$ cat src/rtl/dmem_responder.sv
// Data-port responder for the MEM stage: turns LW/SW/LL/SC into RAM transactions,
// returns dhit/dmemload, and keeps the LL/SC link register coherent with snooped writes.
module dmem_responder #(
  parameter int TIMEOUT = 255,
  parameter int CNT_W   = 8
) (
  input  logic        CLK,
  input  logic        RST,
  input  logic        dmemREN,
  input  logic        dmemWEN,
  input  logic        datomic,
  input  logic [31:0] dmemaddr,
  input  logic [31:0] dmemstore,
  output logic        dhit,
  output logic [31:0] dmemload,
  output logic        dmem_err,
  output logic        ramREN,
  output logic        ramWEN,
  output logic [31:0] ramaddr,
  output logic [31:0] ramstore,
  input  logic [31:0] ramload,
  input  logic [1:0]  ramstate,
  input  logic        snoop_valid,
  input  logic [31:0] snoop_addr,
  output logic        link_valid
);

  typedef enum logic [1:0] {IDLE, REQ, RESP} state_t;

  localparam logic [1:0]       RAM_ACCESS  = 2'd2;
  localparam logic [1:0]       RAM_ERROR   = 2'd3;
  localparam logic [CNT_W-1:0] TIMEOUT_CNT = CNT_W'(TIMEOUT);

  state_t             state_q, state_d;
  logic               err_q, err_d;
  logic               ren_q, ren_d;
  logic               wen_q, wen_d;
  logic               op_write_q, op_write_d;
  logic               op_atomic_q, op_atomic_d;
  logic [29:0]        addr_q, addr_d;
  logic [31:0]        store_q, store_d;
  logic [31:0]        load_q, load_d;
  logic               link_valid_q, link_valid_d;
  logic [29:0]        link_addr_q, link_addr_d;
  logic [CNT_W-1:0]   cnt_q, cnt_d;
  logic               snoop_hit;
  logic               sc_fail;
  logic               unused_addr_bits;

  assign unused_addr_bits = ^{dmemaddr[1:0], snoop_addr[1:0]};

  assign snoop_hit = snoop_valid && (snoop_addr[31:2] == link_addr_q);
  // A matching snoop in the same cycle as the SC check kills the reservation first.
  assign sc_fail   = !link_valid_q || snoop_hit || (link_addr_q != dmemaddr[31:2]);

  always_comb begin
    state_d      = state_q;
    err_d        = err_q;
    ren_d        = ren_q;
    wen_d        = wen_q;
    op_write_d   = op_write_q;
    op_atomic_d  = op_atomic_q;
    addr_d       = addr_q;
    store_d      = store_q;
    load_d       = load_q;
    link_valid_d = link_valid_q;
    link_addr_d  = link_addr_q;
    cnt_d        = cnt_q;

    if (snoop_hit) begin
      link_valid_d = 1'b0;
    end

    case (state_q)
      IDLE: begin
        err_d = 1'b0;
        if (dmemWEN || dmemREN) begin
          addr_d      = dmemaddr[31:2];
          store_d     = dmemstore;
          op_write_d  = dmemWEN;
          op_atomic_d = datomic;
          if (dmemWEN && datomic && sc_fail) begin
            state_d      = RESP;
            load_d       = 32'd0;
            link_valid_d = 1'b0;
          end else begin
            state_d = REQ;
            cnt_d   = '0;
            ren_d   = !dmemWEN;
            wen_d   = dmemWEN;
          end
        end
      end

      REQ: begin
        if (ramstate == RAM_ACCESS) begin
          ren_d   = 1'b0;
          wen_d   = 1'b0;
          state_d = RESP;
          if (op_write_q) begin
            if (op_atomic_q) begin
              load_d       = 32'd1;
              link_valid_d = 1'b0;
            end else if (addr_q == link_addr_q) begin
              link_valid_d = 1'b0;
            end
          end else begin
            load_d = ramload;
            // LL is ordered after any snoop landing in its completion cycle.
            if (op_atomic_q) begin
              link_addr_d  = addr_q;
              link_valid_d = 1'b1;
            end
          end
        end else if ((ramstate == RAM_ERROR) || (cnt_q == TIMEOUT_CNT)) begin
          ren_d   = 1'b0;
          wen_d   = 1'b0;
          state_d = RESP;
          err_d   = 1'b1;
          load_d  = 32'd0;
        end else if (cnt_q != '1) begin
          cnt_d = cnt_q + 1'b1;
        end
      end

      RESP: begin
        state_d = IDLE;
        err_d   = 1'b0;
      end

      default: begin
        state_d = IDLE;
      end
    endcase
  end

  always_ff @(posedge CLK or posedge RST) begin
    if (RST) begin
      state_q      <= IDLE;
      err_q        <= 1'b0;
      ren_q        <= 1'b0;
      wen_q        <= 1'b0;
      op_write_q   <= 1'b0;
      op_atomic_q  <= 1'b0;
      addr_q       <= '0;
      store_q      <= '0;
      load_q       <= '0;
      link_valid_q <= 1'b0;
      link_addr_q  <= '0;
      cnt_q        <= '0;
    end else begin
      state_q      <= state_d;
      err_q        <= err_d;
      ren_q        <= ren_d;
      wen_q        <= wen_d;
      op_write_q   <= op_write_d;
      op_atomic_q  <= op_atomic_d;
      addr_q       <= addr_d;
      store_q      <= store_d;
      load_q       <= load_d;
      link_valid_q <= link_valid_d;
      link_addr_q  <= link_addr_d;
      cnt_q        <= cnt_d;
    end
  end

  assign dhit       = (state_q == RESP);
  assign dmem_err   = err_q;
  assign dmemload   = load_q;
  assign ramREN     = ren_q;
  assign ramWEN     = wen_q;
  assign ramaddr    = {addr_q, 2'b00};
  assign ramstore   = store_q;
  assign link_valid = link_valid_q;

endmodule

$ cat config.mk
export PLATFORM = sky130hd
export DESIGN_NAME = dmem_responder
export DESIGN_NICKNAME = d
export VERILOG_FILES = /design/src/rtl/dmem_responder.sv
export SDC_FILE = /design/constraint.sdc
export NUM_CORES = 1
export LEC_CHECK = 0
export ABC_AREA = 1
export CORE_MARGIN = 1.5
export CORE_UTILIZATION = 42
export DETAILED_ROUTE_END_ITERATION = 10
export PLACE_DENSITY = 0.78
export SETUP_SLACK_MARGIN = 0.05
export SYNTH_ARGS = -nofsm -noshare
export SYNTH_HDL_FRONTEND = slang
export SYNTH_SLANG_ARGS = --single-unit
$ cat constraint.sdc
create_clock -name CLK -period 4.5 [get_ports CLK]
set_input_delay 0.9 -clock CLK [delete_from_list [all_inputs] [get_ports CLK]]
set_output_delay 0.9 -clock CLK [all_outputs]
set_load 0.01 [all_outputs]
Word level (Yosys, flattened, before mapping) --
Cells that the tools add are included.
Storage, ports and cells: memories 0, RAM bits 0, input port bits 136, ROM bits 0, flip-flop bits (word level) 140, output and inout port bits 101, word-level logic and storage cells 90, bits in latches 0
Cells by class: add/subtract/negate cells 1, multipliers 0, shift operators 0, bitwise operators 1, div/mod/pow operators 0, reduce and logical (&&, ||, !) cells 20, magnitude comparators 0, muxes and demuxes 38, equality and inequality tests 18
Operators by type and width (number):
- 2-to-1 mux 32 bit | 6
- case mux 32 bit (2 select lines) | 1
- equality test 30 bit | 2
- 2-to-1 mux 8 bit | 5
- inequality test 30 bit | 1
- 2-to-1 mux 1 bit | 16
- case mux 8 bit (2 select lines) | 1
- inequality test 2 bit (second input constant) | 7
- adder 8 x 1 -> 8 bit (second input constant) | 1
- equality test 8 bit (second input constant) | 1
- 2-to-1 mux 2 bit | 4
- inequality test 8 bit (second input constant) | 1
- case mux 1 bit (2 select lines) | 4
- AND reduction 4 bit | 2
- equality test 2 bit (second input constant) | 3
- AND reduction 6 bit | 1
- AND reduction 5 bit | 1
- logical OR 1 bit | 4
- inequality test 4 bit (second input constant) | 1
- case mux 2 bit (2 select lines) | 1
- AND reduction 2 bit | 2
- nonzero test 2 bit | 2
- logical AND 1 bit | 3
- inequality test 3 bit (second input constant) | 1
- other kinds (6) | 7

Logic depth before layout (Yosys ltp) --
Gate-level depths: netlist (run 1).
word-level depth 8, mapped depth 16, gate-level depth less buffers 16

Least setup slack after synthesis (run 1) --
Ideal clock, no wire load.
path type input to register, start point in snoop_valid, end point reg load_q[11] (netlist: dmemload[11]), buffers on the path 1, required time 4.385 ns, path slack 2.398 ns, arrival time 1.987 ns, stages on the path 13, library setup time 0.115 ns, path through a21boi_1 > nand2_1 > nor2_1 > nand2_1 > nor2_1 > nand2_1 > nand3_2 > nand2_2 > nand2_4 > nand3_4 > buf_12 > nand2_2 > nand2_2
Between the ends: cells in the longest elaborated chain, start to end 6
Ends and longest elaborated chain:
- from (decl) | RTL line 23 | input logic snoop_valid,
- logical AND 1 bit | RTL line 52 | assign snoop_hit = snoop_valid && (snoop_addr[31:2] == link_addr_q);
- logical OR 1 bit (2 in a row) | RTL line 54 | assign sc_fail = !link_valid_q || snoop_hit || (link_addr_q != dmemaddr[31:2]);
- logical AND 1 bit | RTL line 82 | if (dmemWEN && datomic && sc_fail) begin
- inequality test 2 bit (no line)
- AND reduction 5 bit (no line)
- to (signal assigned) | RTL line 160 | load_q <= load_d;
- to (decl) | RTL line 42 | logic [31:0] load_q, load_d;
Every way passes these cells. A chain may end at the register's enable or synchronous reset.

Final worst setup path (run 1) --
start point in ramstate[1], end point reg link_addr_q[19]
Between the ends: cells in the longest elaborated chain, start to end 2
Ends and longest elaborated chain:
- from (decl) | RTL line 22 | input logic [1:0] ramstate,
- equality test 2 bit | RTL line 96 | if (ramstate == RAM_ACCESS) begin
- AND reduction 4 bit (no line)
- to (signal assigned) | RTL line 162 | link_addr_q <= link_addr_d;
- to (decl) | RTL line 44 | logic [29:0] link_addr_q, link_addr_d;
Every way passes these cells.

==> parameters.txt, run 1 <==
Parameter                              Value

Synth
  Post-synth EDFFs ... 0
  Largest cells by area after synthesis ... sky130_fd_sc_hd__dfrtp_1 50%, sky130_fd_sc_hd__nand2_1 17%, sky130_fd_sc_hd__mux2_2 5.1%, sky130_fd_sc_hd__inv_1 4.6%, sky130_fd_sc_hd__nor2_1 3.9%
  Average instance area after synthesis ... 8.01 sq um
  Multiplexer area fraction after synthesis ... 5.12%
  Post-synthesis share of cell area spent on and, or, nand and nor gates ... 27.6%
  Combined area of all synthesized cells ... 7030 sq um
  Fraction of the yosys area taken by sequential cells ... 49.8%
  Count of state elements after synthesis ... 140
  Synthesized-area fraction occupied by ao, oa, aoi and oai cells ... 5.00%
  Async S/R FF share, synth ... 100%
  Gate count of the mapped netlist ... 878
  Top cell type's share of synthesized area ... 49.8%
  Unique masters post-synth ... 37
  Cell type contributing the most total cell area after synthesis ... sky130_fd_sc_hd__dfrtp_1
  Warnings, synthesis ... 0
  Adder-cell share of the synthesized area ... 0.178%
  Combinational family with the most area after synthesis ... simple AND/OR/NAND/NOR gates
  Dominant synthesized flop cell ... sky130_fd_sc_hd__dfrtp_1
  Post-synthesis xor/xnor area fraction ... 4.36%

Worst setup path
  Largest delay share family, worst path ... simple AND/OR/NAND/NOR gates
  Arrival time of data at the critical path endpoint ... 3280 ps
  Kind of critical path ... in2reg
  Critical Path End Type ... flop
  Crit path buf inv count ... 5
  Cell breakdown of the critical path ... clkdlybuf4s50_1 -> inv_1 -> nor2_1 -> inv_1 -> nor2_1 -> inv_2 -> nor2_2 -> buf_4 -> nand2_2 -> nor2_1 -> a21oi_1
  Max Fanout on Critical Path ... 60
  Category of the worst setup path launch point ... primary input
  Worst path most repeated cell ... sky130_fd_sc_hd__nor2_1
  Data required time of the worst path ... 4740 ps
  Critical-path top delay cell ... sky130_fd_sc_hd__nand2_2
  Largest incremental delay on the critical path ... 700 ps

Cells and area
  Multi-input gate area in the final layout ... 2990 sq um
  Filler cell count in the final layout ... 1438
  Fraction of the core area covered by cells at the end of the flow ... 61.5%
  Non-filler cells, final ... 1337
  Ratio of cells with drive above 1 in the final layout ... 10.0%
  Antenna cells ... 0
  Layout area overhead ... 43.9%
  NumNets Final ... 1243
  Sequential cell area ... 3500 sq um

Power and ir drop
  Cell leakage power ... 4.88 nW
  Pwr Density ... 623 nW/um^2
  Sequential cell fraction of total power ... 35.4%
  Internal ... 0.00403 W
  Proportion of power drawn by the clock network ... 22.8%
  Switching fraction of total power ... 36.0%
  Switching power total ... 0.00227 W
  Worst voltage drop across the vdd grid ... 0.318 mV
  Combinational cell fraction of total power ... 41.8%

Global route
  Total gr overflow ... 0
  Initial antenna violation count ... 0
  Pin count of the biggest net entering global routing ... 141
  Wire length of the first global-routing pass ... 29.9 mm
  Tot GR Track Use ... 21.4%
  Number of global-route vias before repair ... 6175

Route
  Initial drt markers ... 364
  Post-detailed-route DRC marker count ... 0
  Routed wirelength normalized by instance count ... 13.6 microns
  Routed via count divided by cell count ... 4.66
  Total via count in the routed design ... 6234
  First-pass iteration count of the detailed router ... 6
  Overall routed net length ... 18.2 mm
  Final antenna-violating net count ... 0

Floorplan
  Area of the die ... 17500 sq um
  Rows ... 47
  Floorplan Core Area ... 16500 sq um
  Die W ... 132 microns
  Die Ht ... 132 microns
  Effective utilization at floorplan ... 42.7%
  Number of primary I/O pins ... 237

Timing
  Crit path time final ... 3030 ps
  Final Hold Slack ... 471 ps
  Setup TNS ... 0 ps
  Final max-slew violation count ... 0
  Period utilisation layout ... 67.4%
  Worst slew margin ... 24.5%
  Setup repair after global routing missed its margin ... false
  Slew at the pin closest to its max-slew limit ... 1130 ps
  Number of setup violations in the final report ... 0
  Final Hold Fails ... 0
  Final Skew ... 9.57 ps
  Achievable clock frequency ... 0.330 GHz

Clock network
  Hold-fix buffer count after cts ... 0
  Number of clock buffers inserted by TritonCTS ... 17
  Post-cts repair resize count ... 0
  Clock tree from TritonCTS ... yes
  Clock latency on the worst-skew pair ... 410 ps
  Clock transition at the registers of the reported paths ... 60 ps
  Post-CTS repair timing setup buffer count ... 0
  Worst-case clock buffer depth ... 2
  H-tree levels ... 4
  Count of clock tree sinks ... 140
  Master cell of the clock root buffer ... sky130_fd_sc_hd__clkbuf_16

Job
  Maximum Capacitance Violations ... 0

Placement
  HPWL Detailed ... 13.0 mm
  Gpl congestion ... 0.902
  Number of port buffers ... 230
  Number of placed cells counting well taps ... 1307

Hold path
  Hold/Removal Path Class ... reg2reg

Status
  Outcome ... completed
[worst paths after layout]
| kind | slack, ps | end | cells after the start | startpoint |
|---|---|---|---|---|
| max | 1470 | link_addr_q[19] | 11 | ramstate[1] |
| min | 470 | dmemload[5] | 2 | dmemload[5] |
| max reg2reg | 1820 | link_addr_q[19] | 9 | state_q[1] |
| min reg2reg | 470 | dmemload[5] | 2 | dmemload[5] |
| max in group asynchronous | 2820 | addr_q[17] | 3 | RST |
| min in group asynchronous | 1000 | addr_q[9] | 3 | RST |
[cells by family (layout without fill, tap and decap cells)]
family                   after synthesis  in the layout
AND/OR/NAND/NOR                      468            468
flip-flops                           140            140
buffers and inverters                133            371
AO/OA/AOI/OAI                         68             68
XOR/XNOR                              35             35
multiplexers                          32             32
adder cells (fa/ha/maj)                1              1
other                                  1              2
[worst register-to-register path, stage by stage (launching register included)]
cell and delay [ps]:
sky130_fd_sc_hd__dfrtp_1 440, sky130_fd_sc_hd__nor2_2 220, sky130_fd_sc_hd__inv_2 150, sky130_fd_sc_hd__nor2_1 190
sky130_fd_sc_hd__inv_2 60, sky130_fd_sc_hd__nor2_2 70, sky130_fd_sc_hd__buf_4 310, sky130_fd_sc_hd__nand2_2 700
sky130_fd_sc_hd__nor2_1 330, sky130_fd_sc_hd__a21oi_1 60
[metal layers]
layer | GRT usage (%) | routed length [microns] | up-vias
met5 | 0 | 0 | -
met1 | 27.0 | 7870 | 2845
met4 | 10.1 | 605 | 0
li1 | - | - | 3161
met3 | 6.11 | 1130 | 37
met2 | 34.2 | 8550 | 191
[cell usage in the layout (no fill, tap or decap), types with 3 or more instances in the layout]
master,netlist,final
sky130_fd_sc_hd__nand3_1,19,19
sky130_fd_sc_hd__bufinv_16,0,4
sky130_fd_sc_hd__o21ai_0,34,34
sky130_fd_sc_hd__clkbuf_16,0,17
sky130_fd_sc_hd__nand2_4,3,4
sky130_fd_sc_hd__nand2_1,321,319
sky130_fd_sc_hd__mux2_2,32,32
sky130_fd_sc_hd__nor2_1,73,73
sky130_fd_sc_hd__xor2_1,17,17
sky130_fd_sc_hd__inv_1,87,86
sky130_fd_sc_hd__nor3_1,10,10
sky130_fd_sc_hd__nand2_2,18,19
sky130_fd_sc_hd__nor2_2,3,3
sky130_fd_sc_hd__dfrtp_1,140,140
sky130_fd_sc_hd__clkinv_4,0,3
sky130_fd_sc_hd__xnor2_1,18,18
sky130_fd_sc_hd__clkinv_1,3,3
sky130_fd_sc_hd__clkdlybuf4s50_1,0,230
sky130_fd_sc_hd__clkinvlp_4,0,3
sky130_fd_sc_hd__o21ai_1,10,10
sky130_fd_sc_hd__a21oi_1,20,20
sky130_fd_sc_hd__nand4_1,13,13
sky130_fd_sc_hd__inv_2,18,18
[cell usage after synthesis, drive strengths merged, types with 2 or more instances]
| cell | count |
|---|---|
| nand2 | 342 |
| dfrtp | 140 |
| inv | 105 |
| nor2 | 76 |
| o21ai | 44 |
| mux2 | 32 |
| nand3 | 21 |
| a21oi | 20 |
| xnor2 | 18 |
| xor2 | 17 |
| clkbuf | 13 |
| nand4 | 13 |
| buf | 12 |
| nor3 | 11 |
| clkinv | 3 |
| or2 | 2 |
[metrics by stage]
stage / area [sq um] / setup slack (ps) / power (W)
detailed placement: 9510 / 1050 / 0.00489
CTS: 10100 / 1500 / 0.00638
global placement: 9510 / 1090 / 0.00482
finish: 10100 / 1470 / 0.00630
global route: 10100 / 1080 / 0.00677
floorplan: 7040 / 1850 / 0.00371
[sequential cells by signal, summed over array words and instances, names as in the netlist]
| signal | cells |
|---|---|
| addr_q | 30 |
| state_q | 2 |
| link_addr_q | 30 |
| op_atomic_q | 1 |
| dmem_err | 1 |
| dmemload | 32 |
| cnt_q | 8 |
| ramstore | 32 |
| op_write_q | 1 |
| ramWEN | 1 |
| link_valid | 1 |
| ramREN | 1 |
[power groups by stage]
| stage | Clock [W] | Sequential (W) | Combinational (W) |
|---|---|---|---|
| after floorplan | 0 | 0.00234 | 0.00137 |
| after global placement | 0 | 0.00222 | 0.00260 |
| after detailed placement | 0 | 0.00224 | 0.00265 |
| after CTS | 0.00148 | 0.00223 | 0.00266 |
| after global routing | 0.00154 | 0.00231 | 0.00292 |
| final | 0.00144 | 0.00223 | 0.00263 |
[final cells by class]
| class | count | share of cell area, % |
|---|---|---|
| inverter | 108 | 4.04 |
| clock inverter | 11 | 1.69 |
| tap | 220 | 2.72 |
| clock buffer | 19 | 4.28 |
| sequential | 140 | 34.6 |
| multi-input combinational | 606 | 29.5 |
| timing repair buffer | 233 | 23.1 |
No activity file was read; power rests on OpenSTA's default activity.
==> run 2, diff against run 1 <==
- CORE_UTILIZATION: 42 -> 46
- PLACE_DENSITY: 0.78 -> 0.81
- clock period: 4.5 -> 3.2 ns (I/O delays scaled with it)
==> run 2 against run 1 <==
  * Flip-flop and latch count unchanged
  * Largest cell class unchanged
  * Clock power up 59%
  * Register-to-register slack worse by 790 ps
  * Core utilization up 6.1 points
  * Sequential share of layout area down 0.25 points
  * Non-clock buffer count up 2
  * Clock-buffer cell count up 2
  * Power up 45%
  * Setup slack worse by 680 ps
==> parameters.txt, run 2 (synthesis gave the netlist of run 1 again) <==
Parameter                              Value

Worst setup path
  Data required time of the worst path ... 3500 ps (-1240 ps)
  Arrival time of data at the critical path endpoint ... 2710 ps (-570 ps)
  Kind of critical path ... in2reg
  Max Fanout on Critical Path ... 32 (-47%)
  Critical Path End Type ... flop
  Category of the worst setup path launch point ... primary input

Cells and area
  Most frequent standard cell in the layout excluding fill and tap cells ... sky130_fd_sc_hd__nand2_1
  Commonest cells after routing, fill and taps aside ... 319 x sky130_fd_sc_hd__nand2_1, 230 x sky130_fd_sc_hd__clkdlybuf4s50_1, 140 x sky130_fd_sc_hd__dfrtp_1, 86 x sky130_fd_sc_hd__inv_1, 73 x sky130_fd_sc_hd__nor2_1
  Fraction of the core area covered by cells at the end of the flow ... 67.5% (+6.1 points)
  Layout area overhead ... 44.9%
  NumNets Final ... 1245 (+0.16%)
  Ratio of cells with drive above 1 in the final layout ... 10.4% (+0.42 points)
  Filler cell count in the final layout ... 1233 (-14%)
  Non-filler cells, final ... 1308 (-2.2%)
  Antenna cells ... 0 (unchanged)

Floorplan
  Effective utilization at floorplan ... 46.6% (+3.9 points)
  Floorplan Core Area ... 15100 sq um (-8.4%)
  Rows ... 45 (-4.3%)
  Die Ht ... 127 microns (-4.3%)
  Number of primary I/O pins ... 237 (unchanged)
  Area of the die ... 16000 sq um (-8.5%)
  Die W ... 127 microns (-4.3%)

Route
  Initial drt markers ... 384 (+5.5%)
  Routed wirelength normalized by instance count ... 13.8 microns (+1.8%)
  First-pass iteration count of the detailed router ... 5 (-1)
  Final antenna-violating net count ... 0 (unchanged)
  Total via count in the routed design ... 6269 (+0.56%)
  Routed via count divided by cell count ... 4.79 (+2.8%)
  Post-detailed-route DRC marker count ... 0 (unchanged)
  Overall routed net length ... 18.1 mm (-0.44%)

Power and ir drop
  Cell leakage power ... 4.93 nW (+1.2%)
  Combinational cell fraction of total power ... 40.7% (-1.1 points)
  Sequential cell fraction of total power ... 34.3% (-1.1 points)
  Internal ... 0.00594 W (+47%)
  Tot Pwr ... 0.00917 W (+45%)
  Worst voltage drop across the vdd grid ... 0.587 mV (+85%)
  Switching power total ... 0.00323 W (+42%)
  Proportion of power drawn by the clock network ... 25.0% (+2.2 points)
  Pwr Density ... 900 nW/um^2 (+44%)
  Switching fraction of total power ... 35.3% (-0.79 points)

Clock network
  Hold-fix buffer count after cts ... 0 (unchanged)
  Clock transition at the registers of the reported paths ... 60 ps (about the same)
  Count of clock tree sinks ... 140 (unchanged)
  H-tree levels ... 4 (unchanged)
  Master cell of the clock root buffer ... sky130_fd_sc_hd__clkbuf_16
  Clock latency on the worst-skew pair ... 410 ps (about the same)
  Post-CTS repair timing setup buffer count ... 0 (unchanged)
  Number of clock buffers inserted by TritonCTS ... 17 (unchanged)
  Post-cts repair resize count ... 0 (unchanged)
  Clock tree from TritonCTS ... yes
  Worst-case clock buffer depth ... 2 (unchanged)

Timing
  Setup repair after global routing missed its margin ... false
  Setup TNS ... 0 ps (unchanged)
  Number of setup violations in the final report ... 0 (unchanged)
  Final max-slew violation count ... 0 (unchanged)
  Final Hold Fails ... 0 (unchanged)
  Slew at the pin closest to its max-slew limit ... 740 ps (-388 ps)
  Crit path time final ... 2410 ps
  Period utilisation layout ... 75.3%
  Final Skew ... 5.48 ps (-4.10 ps)
  Worst slew margin ... 50.5% (+26 points)
  Achievable clock frequency ... 0.415 GHz
  Final Hold Slack ... 468 ps (-2.84 ps)

Global route
  Number of global-route vias before repair ... 6204 (+0.47%)
  M1 GR Usage ... 28.8% (+1.9 points)
  Total gr overflow ... 0 (unchanged)
  Tot GR Track Use ... 23.3% (+1.8 points)
  Wire length of the first global-routing pass ... 29.6 mm (-0.83%)
  GRT met2 Usage ... 38.6% (+4.4 points)
  Met3 track utilization from global routing ... 6.87% (+0.76 points)
  Initial antenna violation count ... 0 (unchanged)
  Most used routing layer ... met2
  Pin count of the biggest net entering global routing ... 141 (unchanged)

Placement
  HPWL Detailed ... 13.0 mm (+0.39%)
  Number of port buffers ... 230 (unchanged)
  Gpl congestion ... 0.876 (-2.8%)
  Number of placed cells counting well taps ... 1277 (-2.3%)

Status
  Outcome ... completed

Job
  Maximum Capacitance Violations ... 0 (unchanged)

Hold path
  Hold/Removal Path Class ... reg2reg
-- run 2: per-stage QoR --
step                setup WS [ps]  area [sq um]
floorplan                     811          7040
global placement              378          9500
detailed placement            359          9500
CTS                           767         10200
global route                  501         10200
finish                        790         10200
-- run 2: area by class of cell --
class / count / area [sq um] / share of cell area [%]
Clock buffer: 21 / 480 / 4.71
Clock inverter: 10 / 209 / 2.05
Inverter: 108 / 409 / 4.01
Multi-Input combinational cell: 606 / 2990 / 29.3
Sequential cell: 140 / 3500 / 34.4
Tap cell: 188 / 235 / 2.31
Timing Repair Buffer: 235 / 2360 / 23.2
-- run 2: worst max-delay path, cell delays in order --
cell and delay (ps):
sky130_fd_sc_hd__clkdlybuf4s50_1 490, sky130_fd_sc_hd__inv_1 40, sky130_fd_sc_hd__nand2_1 50, sky130_fd_sc_hd__nand2_1 50, sky130_fd_sc_hd__clkinv_1 40, sky130_fd_sc_hd__nand2_1 40, sky130_fd_sc_hd__nor2_1 150, sky130_fd_sc_hd__nand2_1 110
sky130_fd_sc_hd__nor2_1 120, sky130_fd_sc_hd__nand2_1 120, sky130_fd_sc_hd__nand3_2 100, sky130_fd_sc_hd__nand2_2 80, sky130_fd_sc_hd__nand2_4 90, sky130_fd_sc_hd__nand3_4 340, sky130_fd_sc_hd__nand2_1 180, sky130_fd_sc_hd__nand2_1 70
-- run 2: routing by layer --
layer	vias up	part of all wire, %
met5	-	0
met4	0	3.0
met3	37	6.9
met2	219	47
met1	2846	43
li1	3167	-
-- run 2: worst paths after layout --
path / startpoint / end / slack, ps / depth (start not counted)
setup / recovery: snoop_addr[19] / dmemload[0] / 790 / 16
hold / removal: dmemload[5] / dmemload[5] / 470 / 2
setup reg to reg: cnt_q[0] / dmemload[0] / 1030 / 12
hold reg to reg: dmemload[5] / dmemload[5] / 470 / 2
max in group asynchronous: RST / link_addr_q[26] / 1850 / 3
min in group asynchronous: RST / addr_q[10] / 840 / 3
-- run 2: power by group through the flow --
| stage | Combinational, W | Sequential [W] | Clock, W |
|---|---|---|---|
| floorplan | 0.00193 | 0.00329 | 0 |
| global placement | 0.00368 | 0.00313 | 0 |
| detailed placement | 0.00375 | 0.00316 | 0 |
| CTS | 0.00378 | 0.00315 | 0.00233 |
| global route | 0.00414 | 0.00326 | 0.00242 |
| finish | 0.00373 | 0.00315 | 0.00229 |
==> run 3, diff against run 2 <==
- clock period: 3.2 -> 2.4 ns (I/O delays scaled with it)
==> run 3 against run 2 <==
  * Flip-flop and latch count unchanged
  * Cell count increased by 0.61%
  * Worst hold slack improved by 0.97 ps
  * Clock skew increased by 3.0 ps
  * Setup slack got worse by 460 ps
  * Non-clock buffer count increased by 9
  * Via count increased by 0.46%
  * Sequential share of layout area about the same
  * Largest cell class unchanged
  * Largest power group unchanged
==> parameters.txt, run 3 (synthesis gave the netlist of run 1 again) <==
Parameter                              Value

Cells and area
  Layout area overhead ... 44.7%
  Antenna cells ... 0 (unchanged)
  Most frequent standard cell in the layout excluding fill and tap cells ... sky130_fd_sc_hd__nand2_1
  Ratio of cells with drive above 1 in the final layout ... 10.9% (+0.46 points)
  Fraction of the core area covered by cells at the end of the flow ... 67.4% (-0.091 points)
  Non-filler cells, final ... 1316 (+0.61%)
  NumNets Final ... 1254 (+0.72%)
  Commonest cells after routing, fill and taps aside ... 319 x sky130_fd_sc_hd__nand2_1, 230 x sky130_fd_sc_hd__clkdlybuf4s50_1, 140 x sky130_fd_sc_hd__dfrtp_1, 86 x sky130_fd_sc_hd__inv_1, 73 x sky130_fd_sc_hd__nor2_1

Timing
  Final Skew ... 8.48 ps (+3.01 ps)
  Slew at the pin closest to its max-slew limit ... 759 ps (+19.0 ps)
  Final Hold Fails ... 0 (unchanged)
  Number of setup violations in the final report ... 0 (unchanged)
  Final max-slew violation count ... 0 (unchanged)
  Setup repair after global routing missed its margin ... false
  Achievable clock frequency ... 0.484 GHz
  Worst setup slack after layout ... 334 ps (-456 ps)
  Crit path time final ... 2070 ps
  Worst slew margin ... 49.2% (-1.3 points)
  Period utilisation layout ... 86.1%
  Setup TNS ... 0 ps (unchanged)

Route
  Overall routed net length ... 18.3 mm (+1.1%)
  Total via count in the routed design ... 6298 (+0.46%)
  Post-detailed-route DRC marker count ... 0 (unchanged)
  Initial drt markers ... 417 (+8.6%)
  Routed via count divided by cell count ... 4.79 (-0.15%)
  Final antenna-violating net count ... 0 (unchanged)
  First-pass iteration count of the detailed router ... 7 (+2)
  Routed wirelength normalized by instance count ... 13.9 microns (+0.46%)

Clock network
  Count of clock tree sinks ... 140 (unchanged)
  Post-cts repair resize count ... 0 (unchanged)
  Worst-case clock buffer depth ... 2 (unchanged)
  Clock latency on the worst-skew pair ... 410 ps (about the same)
  Post-CTS repair timing setup buffer count ... 0 (unchanged)
  H-tree levels ... 4 (unchanged)
  Clock transition at the registers of the reported paths ... 60 ps (about the same)
  Hold-fix buffer count after cts ... 0 (unchanged)
  Master cell of the clock root buffer ... sky130_fd_sc_hd__clkbuf_16
  Number of clock buffers inserted by TritonCTS ... 17 (unchanged)
  Clock tree from TritonCTS ... yes

Worst setup path
  Category of the worst setup path launch point ... primary input
  Worst path most repeated cell ... sky130_fd_sc_hd__nand2_1
  Arrival time of data at the critical path endpoint ... 2360 ps (-350 ps)
  Data required time of the worst path ... 2690 ps (-810 ps)
  Critical Path End Type ... flop
  Cell breakdown of the critical path ... clkdlybuf4s50_1 -> inv_1 -> nand2_1 -> nand2_1 -> nor2_1 -> nand2_1 -> nor2_1 -> nand2_1 -> nor2_2 -> nand3_2 -> nand2_2 -> nand2_4 -> nand2_4 -> nand2_4 -> nand2_1 -> nand2_1
  Largest incremental delay on the critical path ... 490 ps (about the same)
  Max Fanout on Critical Path ... 9 (-72%)
  Kind of critical path ... in2reg
  Critical-path top delay cell ... sky130_fd_sc_hd__clkdlybuf4s50_1

Power and ir drop
  Pwr Density ... 1160 nW/um^2 (+29%)
  Switching power total ... 0.00432 W (+34%)
  Sequential cell fraction of total power ... 35.5% (+1.2 points)
  Proportion of power drawn by the clock network ... 20.3% (-4.7 points)
  Worst voltage drop across the vdd grid ... 0.784 mV (+34%)
  Combinational cell fraction of total power ... 44.2% (+3.5 points)
  Internal ... 0.00749 W (+26%)
  Switching fraction of total power ... 36.6% (+1.3 points)
  Cell leakage power ... 4.94 nW (+0.18%)

Global route
  Number of global-route vias before repair ... 6125 (-1.3%)
  Total gr overflow ... 0 (unchanged)
  Initial antenna violation count ... 0 (unchanged)
  Tot GR Track Use ... 23.1% (-0.19 points)
  Wire length of the first global-routing pass ... 29.3 mm (-1.1%)
  Pin count of the biggest net entering global routing ... 83 (-41%)

Floorplan
  Area of the die ... 16000 sq um (unchanged)
  Die Ht ... 127 microns (unchanged)
  Effective utilization at floorplan ... 46.6% (unchanged)
  Rows ... 45 (unchanged)
  Floorplan Core Area ... 15100 sq um (unchanged)
  Die W ... 127 microns (unchanged)
  Number of primary I/O pins ... 237 (unchanged)

Status
  Outcome ... completed

Placement
  Gpl congestion ... 0.873 (-0.32%)
  Pre-CTS WS ... -69.1 ps (-428 ps)
  Number of placed cells counting well taps ... 1286 (+0.70%)
  HPWL Detailed ... 13.3 mm (+2.4%)
  Number of port buffers ... 230 (unchanged)

Hold path
  Hold/Removal Path Class ... reg2reg

Job
  Maximum Capacitance Violations ... 0 (unchanged)
==> run 3: changes by cell type in the layout (fill, tap and decap cells not counted) <==
cell                         delta
sky130_fd_sc_hd__buf_12         +6
sky130_fd_sc_hd__clkinv_2       +6
sky130_fd_sc_hd__bufinv_16      -5
sky130_fd_sc_hd__buf_4          +3
sky130_fd_sc_hd__clkbuf_1       +2
sky130_fd_sc_hd__clkbuf_8       -2
sky130_fd_sc_hd__clkinvlp_4     -1
sky130_fd_sc_hd__inv_6          -1
==> run 3: cell type report <==
type,count,area (sq um)
Sequential cell,140,3500
Fill cell,1252,4910
Multi-Input combinational cell,606,2990
Clock inverter,9,72.6
Inverter,108,409
Clock buffer,21,460
Tap cell,188,235
Timing Repair Buffer,244,2510
==> run 3: worst paths after layout <==
check | cells past startpoint | slack [ps] | end | startpoint
worst max-delay path | 16 | 330 | cnt_q[1] | dmemaddr[16]
worst min-delay path | 2 | 470 | dmemload[0] | dmemload[0]
worst max register to register | 15 | 410 | cnt_q[1] | link_addr_q[14]
worst min register to register | 2 | 470 | dmemload[0] | dmemload[0]
max in group asynchronous | 3 | 1440 | addr_q[28] | RST
min in group asynchronous | 3 | 540 | dmemload[4] | RST
==> run 3: per-stage QoR <==
stage / power (W) / cell area (sq um) / hold WS (ps)
after CTS: 0.0119 / 10200 / 475
after detailed placement: 0.00944 / 9640 / 458
after global placement: 0.00928 / 9640 / 453
after floorplan: 0.00696 / 7040 / 464
final: 0.0118 / 10200 / 469
after global routing: 0.0126 / 10200 / 486
==> run 3: per-layer routing <==
layer / global-route usage (%) / vias up / part of all wire (%)
li1: - / 3175 / -
met1: 29.3 / 2882 / 43
met2: 37.3 / 196 / 48
met3: 5.82 / 45 / 6.1
met4: 10.8 / 0 / 3.0
met5: 0 / - / 0
==> run 3: critical path: cells and delay by family <==
family                 cells  cell delay, ps
and+or+nand+nor           14            1330
buffers and inverters      2             550
==> run 3: power groups by stage <==
| stage | clock network (W) | logic, W | registers (W) |
|---|---|---|---|
| detailed placement | 0 | 0.00522 | 0.00422 |
| CTS | 0.00246 | 0.00526 | 0.00419 |
| finish | 0.00240 | 0.00521 | 0.00419 |
| global placement | 0 | 0.00511 | 0.00417 |
| global route | 0.00257 | 0.00574 | 0.00433 |
| floorplan | 0 | 0.00257 | 0.00439 |
